File: config.mk
export PLATFORM = sky130hd
export DESIGN_NAME = avalon_frame_regs
export DESIGN_NICKNAME = d
export VERILOG_FILES = /design/src/rtl/avalon_frame_regs.sv
export SDC_FILE = /design/constraint.sdc
export NUM_CORES = 1
export LEC_CHECK = 0
export BUFFER_PORTS_ARGS = -buffer_cell sky130_fd_sc_hd__buf_2
export CAP_MARGIN = 25
export CORE_MARGIN = 1
export CORE_UTILIZATION = 40
export DETAILED_ROUTE_END_ITERATION = 12
export PLACE_DENSITY = 0.68
export SLEW_MARGIN = 20
export SYNTH_ARGS = -nofsm -noshare
export SYNTH_HDL_FRONTEND = slang
export SYNTH_SLANG_ARGS = --single-unit
File: constraint.sdc
create_clock -name CLK -period 9.4 [get_ports CLK]
set_input_delay 0.94 -clock CLK [delete_from_list [all_inputs] [get_ports CLK]]
set_output_delay 0.94 -clock CLK [all_outputs]
set_load 0.005 [all_outputs]
File: src/rtl/avalon_frame_regs.sv
// avalon_frame_regs
// -----------------
// Avalon-MM slave register bank that feeds the GravSim fabric. Software fills
// a shadow bank of NUM_CH channel words, then writes CTRL.commit to copy the
// whole shadow bank into the live bank in a single clock edge. The live bank
// is exported flat toward the physics/render pipeline together with a
// frame-pending handshake (EXPORT_NEW / EXPORT_ACK).
//
// Word address map:
//   0 .. NUM_CH-1 : shadow channel k (R/W, byte-enabled writes)
//   NUM_CH        : CTRL   (W only, reads 0)
//                   bit0 commit, bit1 clear overrun,
//                   bit2 irq enable, bit3 clear irq flag (IRQ build only)
//   NUM_CH+1      : STATUS (RO) bit0 pending, bit1 overrun,
//                   bit2 irq flag (IRQ build only), bits[31:16] frame count
//   others        : read 0, writes ignored
//
// Ports:
//   CLK, RESET         clock and synchronous active-high reset
//   AVL_*              Avalon-MM slave, zero write wait states, read latency 1
//   EXPORT_DATA        live bank, channel k at [k*DATA_W +: DATA_W]
//   EXPORT_NEW         frame pending toward the consumer
//   EXPORT_ACK         consumer has taken the frame (sampled every cycle)
//   FRAME_CNT          committed-frame counter, wraps at 16 bits
//   IRQ                frame-consumed interrupt (only with AVL_FRAME_IRQ_EN)
//
// Optional feature macro: AVL_FRAME_IRQ_EN

module avalon_frame_regs #(
  parameter int NUM_CH = 8,
  parameter int DATA_W = 32,
  parameter int ADDR_W = 4
) (
  input  logic                     CLK,
  input  logic                     RESET,
  input  logic [ADDR_W-1:0]        AVL_ADDR,
  input  logic                     AVL_CS,
  input  logic                     AVL_READ,
  input  logic                     AVL_WRITE,
  input  logic [DATA_W/8-1:0]      AVL_BYTE_EN,
  input  logic [DATA_W-1:0]        AVL_WRITEDATA,
  output logic [DATA_W-1:0]        AVL_READDATA,
  output logic [NUM_CH*DATA_W-1:0] EXPORT_DATA,
  output logic                     EXPORT_NEW,
  input  logic                     EXPORT_ACK,
  output logic [15:0]              FRAME_CNT
`ifdef AVL_FRAME_IRQ_EN
  ,
  output logic                     IRQ
`endif
);

  localparam int NUM_BYTES = DATA_W / 8;
  // STATUS is defined as a 32-bit word; widen to cover DATA_W either way.
  localparam int STAT_W    = (DATA_W > 32) ? DATA_W : 32;

  // ---------------------------------------------------------------------------
  // Storage
  // ---------------------------------------------------------------------------
  logic [DATA_W-1:0] shadow_reg [NUM_CH];
  logic [DATA_W-1:0] live_reg   [NUM_CH];
  logic [DATA_W-1:0] readdata_reg;
  logic [DATA_W-1:0] readdata_next;
  logic              pending_reg;
  logic              pending_next;
  logic              overrun_reg;
  logic              overrun_next;
  logic [15:0]       frame_cnt_reg;
  logic [15:0]       frame_cnt_next;

  // ---------------------------------------------------------------------------
  // Address decode
  // ---------------------------------------------------------------------------
  logic [NUM_CH-1:0] ch_sel;
  logic              ctrl_sel;
  logic              status_sel;
  logic              wr_en;
  logic              rd_en;
  logic              ctrl_wr;
  logic              commit;
  logic              clr_overrun;
  logic              consume;

  genvar gi;
  generate
    for (gi = 0; gi < NUM_CH; gi++) begin : g_ch_sel
      assign ch_sel[gi] = (AVL_ADDR == ADDR_W'(gi));
    end
  endgenerate

  assign ctrl_sel    = (AVL_ADDR == ADDR_W'(NUM_CH));
  assign status_sel  = (AVL_ADDR == ADDR_W'(NUM_CH + 1));
  assign wr_en       = AVL_CS & AVL_WRITE;
  assign rd_en       = AVL_CS & AVL_READ;
  assign ctrl_wr     = wr_en & ctrl_sel;
  assign commit      = ctrl_wr & AVL_WRITEDATA[0];
  assign clr_overrun = ctrl_wr & AVL_WRITEDATA[1];
  // The consumer took a frame this cycle (even if a new commit refills it).
  assign consume     = EXPORT_ACK & pending_reg;

  // ---------------------------------------------------------------------------
  // Shadow bank: byte-enabled software writes
  // ---------------------------------------------------------------------------
  always_ff @(posedge CLK) begin
    if (RESET) begin
      for (int k = 0; k < NUM_CH; k++) begin
        shadow_reg[k] <= '0;
      end
    end else if (wr_en) begin
      for (int k = 0; k < NUM_CH; k++) begin
        if (ch_sel[k]) begin
          for (int b = 0; b < NUM_BYTES; b++) begin
            if (AVL_BYTE_EN[b]) begin
              shadow_reg[k][b*8 +: 8] <= AVL_WRITEDATA[b*8 +: 8];
            end
          end
        end
      end
    end
  end

  // ---------------------------------------------------------------------------
  // Live bank: every channel copied on the same edge so the consumer never
  // observes a mix of two frames.
  // ---------------------------------------------------------------------------
  always_ff @(posedge CLK) begin
    if (RESET) begin
      for (int k = 0; k < NUM_CH; k++) begin
        live_reg[k] <= '0;
      end
    end else if (commit) begin
      for (int k = 0; k < NUM_CH; k++) begin
        live_reg[k] <= shadow_reg[k];
      end
    end
  end

  generate
    for (gi = 0; gi < NUM_CH; gi++) begin : g_export
      assign EXPORT_DATA[gi*DATA_W +: DATA_W] = live_reg[gi];
    end
  endgenerate

  // ---------------------------------------------------------------------------
  // Handshake, overrun and frame counter
  // ---------------------------------------------------------------------------
  always_comb begin
    pending_next   = pending_reg;
    overrun_next   = overrun_reg;
    frame_cnt_next = frame_cnt_reg;

    if (commit) begin
      pending_next   = 1'b1;
      frame_cnt_next = frame_cnt_reg + 16'd1;
    end else if (consume) begin
      pending_next   = 1'b0;
    end

    // Overrun set has priority over a clear in the same CTRL write.
    if (commit && pending_reg && !EXPORT_ACK) begin
      overrun_next = 1'b1;
    end else if (clr_overrun) begin
      overrun_next = 1'b0;
    end
  end

  always_ff @(posedge CLK) begin
    if (RESET) begin
      pending_reg   <= 1'b0;
      overrun_reg   <= 1'b0;
      frame_cnt_reg <= 16'd0;
    end else begin
      pending_reg   <= pending_next;
      overrun_reg   <= overrun_next;
      frame_cnt_reg <= frame_cnt_next;
    end
  end

  assign EXPORT_NEW = pending_reg;
  assign FRAME_CNT  = frame_cnt_reg;

  // ---------------------------------------------------------------------------
  // Optional frame-consumed interrupt
  // ---------------------------------------------------------------------------
  logic irq_flag_bit;

`ifdef AVL_FRAME_IRQ_EN
  logic irq_en_reg;
  logic irq_en_next;
  logic irq_flag_reg;
  logic irq_flag_next;

  always_comb begin
    irq_en_next   = irq_en_reg;
    irq_flag_next = irq_flag_reg;
    if (ctrl_wr) begin
      irq_en_next = AVL_WRITEDATA[2];
    end
    // A consume in the same cycle as a clear leaves the flag set.
    if (consume) begin
      irq_flag_next = 1'b1;
    end else if (ctrl_wr && AVL_WRITEDATA[3]) begin
      irq_flag_next = 1'b0;
    end
  end

  always_ff @(posedge CLK) begin
    if (RESET) begin
      irq_en_reg   <= 1'b0;
      irq_flag_reg <= 1'b0;
    end else begin
      irq_en_reg   <= irq_en_next;
      irq_flag_reg <= irq_flag_next;
    end
  end

  assign irq_flag_bit = irq_flag_reg;
  assign IRQ          = irq_flag_reg & irq_en_reg;
`else
  assign irq_flag_bit = 1'b0;
`endif

  // ---------------------------------------------------------------------------
  // Read path: one-cycle registered read, holds between reads
  // ---------------------------------------------------------------------------
  logic [31:0]       status_word;
  logic [STAT_W-1:0] status_ext;

  assign status_word = {frame_cnt_reg, 13'd0, irq_flag_bit, overrun_reg, pending_reg};
  assign status_ext  = STAT_W'(status_word);

  always_comb begin
    readdata_next = '0;
    for (int k = 0; k < NUM_CH; k++) begin
      if (ch_sel[k]) begin
        readdata_next = shadow_reg[k];
      end
    end
    if (status_sel) begin
      readdata_next = status_ext[DATA_W-1:0];
    end
  end

  always_ff @(posedge CLK) begin
    if (RESET) begin
      readdata_reg <= '0;
    end else if (rd_en) begin
      readdata_reg <= readdata_next;
    end
  end

  assign AVL_READDATA = readdata_reg;

endmodule

==> flow_summary.toml, run 1 <==
[status]
status = "completed"

[global_route]
grt_overflow = 0
grt_max_degree = 102
grt_pass1_wl_microns = 97900
grt.total_usage_pct = 22.4
grt_pass1_vias = 15300
antenna_found_initial = 6

[worst_setup_path]
worst_r2r_endpoint = "FRAME_CNT[15]"
rrSetupSlack_ns = 7.59
endpoint_kind = "flip-flop"
worstPathRequired_ns = 9.63
r2r.worst_path.cells = 5
worst-path-max-fanout = 50
regToRegStartpoint = "FRAME_CNT[3]"
crit_type = "input pin to flip-flop"
critPathLaunchType = "input pin"
cp_data_arrival_time_ns = 4.31

[cts]
clk_latency_ns = 0.61
cts_tree = "yes"
post_cts_buffers = 0
h-tree-depth = 2
ctsResizeCount = 0
cts.sinks = 562
clk_pin_slew_worst_paths_ns = 0.06
cts_root_buf = "clkbuf_16"
cts_buffers = 57
cts.path.max_buffers = 3
hold_buffers = 0

[sta]
hold_violations = 0
setup_tns_ns = 0
grt_setup_unrepaired = "no"
fin_crit_ns = 4.08
slew_violations = 0
tightest_slew_ns = 1.08
skew_ns = 0.0164
setup_viol = 0
max_freq_ghz = 0.245
fin_crit_sh_pct = 43.5
max_slew_margin_pct = 27.6

[floorplanning]
die_w_microns = 243
core-area_sq_um = 57600
die_area_sq_um = 59200
core.rowCount = 88
die_h_microns = 243
pin_count = 351
start_util_pct = 40.5

[layout]
fin_util_pct = 47.7
layout_common_cells = "512 x edfxtp_1, 347 x buf_2, 253 x nor2_1, 193 x and2_1, 79 x nand2_1"
final_common_cell = "edfxtp_1"
fillers = 5092
drive_gt1_share_pct = 21.4
multi_input_area_sq_um = 6350
seq_area_sq_um = 16400
fin_nets = 2152
syn_to_final_growth_pct = 18.0

[min_path]
worstHoldPathCells = 2
hp-class = "flip-flop to flip-flop"
min_to = "AVL_READDATA[11]"
worstHoldStart = "AVL_READDATA[11]"

[routing]
vias = 15800
wl_met3_microns = 5750
dr_wl_met2_microns = 35100
drt_first_pass_iters = 6
drc = 0
dr.first_iter.drc_count = 1853
postRouteAntennaNets = 0
wl_met1_microns = 25200
top_layer_used = "met4"
viasPerCell = 5.40
wire_per_inst_microns = 23.3
drt_wl_total_microns = 68100

[power_and_ir_drop]
ir_drop_mv = 0.130
p_int_mw = 4.18
power_per_cell_area_nw_per_um2 = 197
power.share.sequential_pct = 53.9
pwr-share-clk_pct = 39.8
p_leak_nw = 10.8
switching_power_mw = 1.24
sw_frac_of_total_pct = 22.8
comb_power_share_pct = 6.4

[synthesis]
ys_warn_count = 0
synth_top_area_share_pct = 66.0
synthTopCellsByArea = "edfxtp_1 66%, and2_1 5.2%, dfxtp_1 4.3%, nor2_1 4.1%, mux2i_1 2.0%"
synthArstFlopShare_pct = 0
syn_avg_cell_area_sq_um = 13.0
synth_seq_cells = 562
synth_ff_type = "edfxtp_1"
yosysUniqueCellTypes = 53
synth_edf_count = 512
postSynthCellCount = 1787
ys_seq_area_share_pct = 70.3
synth_area_sq_um = 23300
syn_nets = 1834
synth_top_area_cell = "edfxtp_1"

[placement]
routabilityCongestion = 0.892
io_buffers = 350
dp_hpwl_microns = 49600

[run]
maxCapViolCount = 0
-- worst max-delay path by stage --
stage | cells past startpoint | start | to
3_3_place_gp | 5 | AVL_ADDR[1] | shadow_reg[1][72]
4_1_cts | 5 | AVL_ADDR[1] | shadow_reg[1][89]
5_1_grt | 5 | AVL_ADDR[1] | shadow_reg[1][79]
6_report | 5 | AVL_ADDR[1] | shadow_reg[1][79]
3_5_place_dp | 5 | AVL_ADDR[1] | shadow_reg[1][93]
2_1_floorplan | 3 | RESET | live_reg[0][0]
-- metal layers --
metal  vias up  GRT usage, %
li1       7054             -
met2       777          39.4
met1      7828          27.5
met5         -             0
met4         0          8.05
met3       117          3.92
-- synthesized netlist by cell type (2+ instances only) --
master / count
a211o_1: 4
a211oi_1: 14
a21o_1: 13
a21oi_1: 31
a221o_1: 11
a221oi_1: 18
a22o_1: 13
a22oi_1: 17
a311o_1: 2
a31oi_1: 4
and2_1: 193
and3_1: 8
and4b_1: 3
buf_1: 4
buf_2: 37
clkbuf_1: 67
dfxtp_1: 50
edfxtp_1: 512
inv_1: 37
mux2i_1: 46
mux4_2: 2
nand2_1: 79
nand2b_1: 65
nand3_1: 30
nand3b_1: 12
nand4_1: 6
nor2_1: 253
nor2_2: 2
nor2b_1: 71
nor3_1: 20
o2111ai_1: 2
o211a_1: 3
o211ai_1: 2
o21ai_0: 78
o21bai_1: 8
o221ai_1: 15
o22a_1: 10
o22ai_1: 17
or3_1: 2
xnor2_1: 6
xor2_1: 8
-- critical path, cell delays in order --
cell      delay (ns)
buf_4           0.57
buf_4           0.62
nor2b_1         0.93
nand2_1         0.41
o21bai_1        0.79
-- logic make-up (layout without fill, tap and decap cells) --
family / count (synthesis) / count (layout) / synth area share [%]
mux: 49 / 49 / 2.22
compound gates: 263 / 263 / 7.70
fa+ha+maj: 1 / 1 / 0.0537
xor+xnor: 14 / 14 / 0.526
other cells: 0 / 4 / 0
simple gates: 752 / 752 / 16.6
buf+inv: 146 / 511 / 2.57
flops: 562 / 562 / 70.3
-- through the flow --
step	worst slack, ns	hold WS, ns	area [sq um]	cells	power, mW
final	5.32	0.484	27500	2921	5.42
after global routing	5.19	0.513	27500	2920	5.57
after CTS	5.43	0.486	27500	2916	5.44
after detailed placement	4.79	0.478	25700	2810	3.32
after global placement	4.88	0.460	25700	2809	3.31
after floorplan	1.12	0.462	23300	1787	3.14
-- power groups by stage --
| stage | sequential (mW) | clock (mW) | combinational, mW |
|---|---|---|---|
| after floorplan | 2.95 | 0 | 0.191 |
| after global placement | 2.97 | 0 | 0.336 |
| after detailed placement | 2.97 | 0 | 0.344 |
| after CTS | 2.92 | 2.18 | 0.346 |
| after global routing | 2.93 | 2.27 | 0.371 |
| final | 2.92 | 2.16 | 0.345 |
-- cell type report --
cell class                 count  share of cell area [%]
tap                          765                    3.48
antenna                        4                  0.0364
clock buffer                  70                    5.52
timing repair buffer         368                    6.91
clock inverter                36                   0.865
inverter                      37                   0.505
sequential                   562                    59.6
multi-input combinational   1079                    23.1
(Power assumes the default switching activity.)
==> inputs of run 2 (changes only) <==
- PLACE_DENSITY: 0.68 -> 0.71
- clock period: 9.4 -> 3.5 ns (I/O delays scaled with it)
==> flow_summary.toml, run 2 (synthesis gave the netlist of run 1 again) <==
[power_and_ir_drop]
totalPowerFinal_mw = 15.0
p_leak_nw = 11.0
power_per_cell_area_nw_per_um2 = 537
ir_drop_mv = 0.407

[layout]
fin_nets = 2179
instances_no_fill = 2948
final_common_cell = "edfxtp_1"
fillers = 5036
syn_to_final_growth_pct = 19.7
seq_area_sq_um = 16400
layout_common_cells = "512 x edfxtp_1, 347 x buf_2, 253 x nor2_1, 193 x and2_1, 79 x nand2_1"
drive_gt1_share_pct = 22.3
multi_input_area_sq_um = 6340

[cts]
h-tree-depth = 2
cts.path.max_buffers = 3
ctsResizeCount = 0
clk_latency_ns = 0.63
cts_root_buf = "clkbuf_16"
cts_tree = "yes"
cts_buffers = 58
hold_buffers = 0
cts.sinks = 562
clk_pin_slew_worst_paths_ns = 0.06
post_cts_buffers = 0

[routing]
drc = 0
drt_wl_total_microns = 69700
postRouteAntennaNets = 0
vias = 15900
viasPerCell = 5.41
wire_per_inst_microns = 23.7
drt_first_pass_iters = 6
dr.first_iter.drc_count = 1766

[worst_setup_path]
worstPathRequired_ns = 3.79
endpoint_kind = "flip-flop"
worst-path-buf-inv = 2
cp_cell_sequence = "buf_2 > nand2b_1 > or3_1 > nand2b_4 > buf_12"
rrSetupSlack_ns = 1.67
worst_r2r_endpoint = "FRAME_CNT[15]"
crit_type = "input pin to flip-flop"
r2r.worst_path.cells = 5
slowest_stage = "or3_1"
cp_top_family = "simple AND/OR/NAND/NOR gates"
worst-path-max-fanout = 51
cp_data_arrival_time_ns = 2.41
regToRegStartpoint = "FRAME_CNT[2]"
critPathLaunchType = "input pin"
crit_path_max_incr_delay_ns = 0.60

[sta]
slew_violations = 0
max_slew_margin_pct = 42.8
hold_violations = 0
skew_ns = 0.0181
setup_viol = 0
hold_ws_ns = 0.0485
fin_crit_ns = 2.12
max_freq_ghz = 0.472
setup_tns_ns = 0
fin_crit_sh_pct = 60.5
grt_setup_unrepaired = "no"
tightest_slew_ns = 0.858
fin_ws_ns = 1.38

[global_route]
grt_overflow = 0
antenna_found_initial = 3
grt_pass1_wl_microns = 100000
grt_pass1_vias = 15300
grt.total_usage_pct = 22.9
grt_max_degree = 176

[floorplanning]
pin_count = 351
core-area_sq_um = 57600
core.rowCount = 88
start_util_pct = 40.5
die_area_sq_um = 59200
die_w_microns = 243
die_h_microns = 243

[placement]
routabilityCongestion = 0.901
dp.cells = 2837
dp_slack_ns = 0.796
io_buffers = 350
dp_hpwl_microns = 51200

[min_path]
min_to = "EXPORT_NEW"
worstHoldStart = "EXPORT_ACK"
hp-class = "input pin to flip-flop"
worstHoldPathCells = 4

[run]
maxCapViolCount = 0

[status]
status = "completed"
-- run 2: cell count changes in the layout (fill, tap and decap cells not counted), moves of 2 or more --
| cell | delta |
|---|---|
| clkinvlp_4 | +2 |
| buf_4 | +19 |
| bufinv_16 | +3 |
| clkbuf_1 | +3 |
| diode_2 | -3 |
| clkinv_2 | -6 |
| buf_12 | +7 |
-- run 2: tightest hold or removal path, stage by stage --
cell	delay, ns
buf_2	0.09
nor2_1	0.04
nand2_1	0.07
nand2b_1	0.06
-- run 2: per-stage QoR --
stage / utilization, % / area, sq um
6_report: 48.4 / 27900
5_1_grt: 48.4 / 27900
4_1_cts: 48.4 / 27900
3_5_place_dp: 45.1 / 26000
3_3_place_gp: 45.1 / 26000
2_1_floorplan: - / 23300
-- run 2: routing by layer --
metal / up-vias / routed length (microns) / global-route usage (%)
li1: 7128 / - / -
met1: 7826 / 26500 / 29.3
met2: 868 / 35300 / 39.8
met3: 112 / 6080 / 3.91
met4: 4 / 1870 / 6.88
met5: - / 27 / 0
-- run 2: final cells by class --
| cell class | instances | share of cell area (%) |
|---|---|---|
| timing repair buffer | 394 | 7.82 |
| sequential | 562 | 58.7 |
| multi-input combinational | 1079 | 22.7 |
| inverter | 37 | 0.498 |
| antenna | 1 | 0.00898 |
| tap | 765 | 3.43 |
| clock buffer | 74 | 5.53 |
| clock inverter | 36 | 1.21 |
-- run 2: report_power, final --
| group | total (mW) | leakage, nW | internal [mW] | switching, mW |
|---|---|---|---|---|
| clock | 6.16 | 0.915 | 3.56 | 2.61 |
| combinational | 0.951 | 4.52 | 0.333 | 0.618 |
| sequential | 7.87 | 5.57 | 7.65 | 0.220 |
| total | 15.0 | 11.0 | 11.5 | 3.44 |
-- run 2: worst max-delay path by stage --
stage / start / to / slack, ns / cells after the start
6_report: AVL_ADDR[2] / live_reg[1][91] / 1.38 / 5
3_3_place_gp: AVL_ADDR[2] / live_reg[1][94] / 0.89 / 5
2_1_floorplan: AVL_ADDR[1] / live_reg[0][0] / 0.07 / 5
4_1_cts: AVL_ADDR[2] / live_reg[1][91] / 1.44 / 5
5_1_grt: AVL_ADDR[2] / live_reg[0][43] / 1.32 / 5
3_5_place_dp: AVL_ADDR[2] / live_reg[0][43] / 0.80 / 5
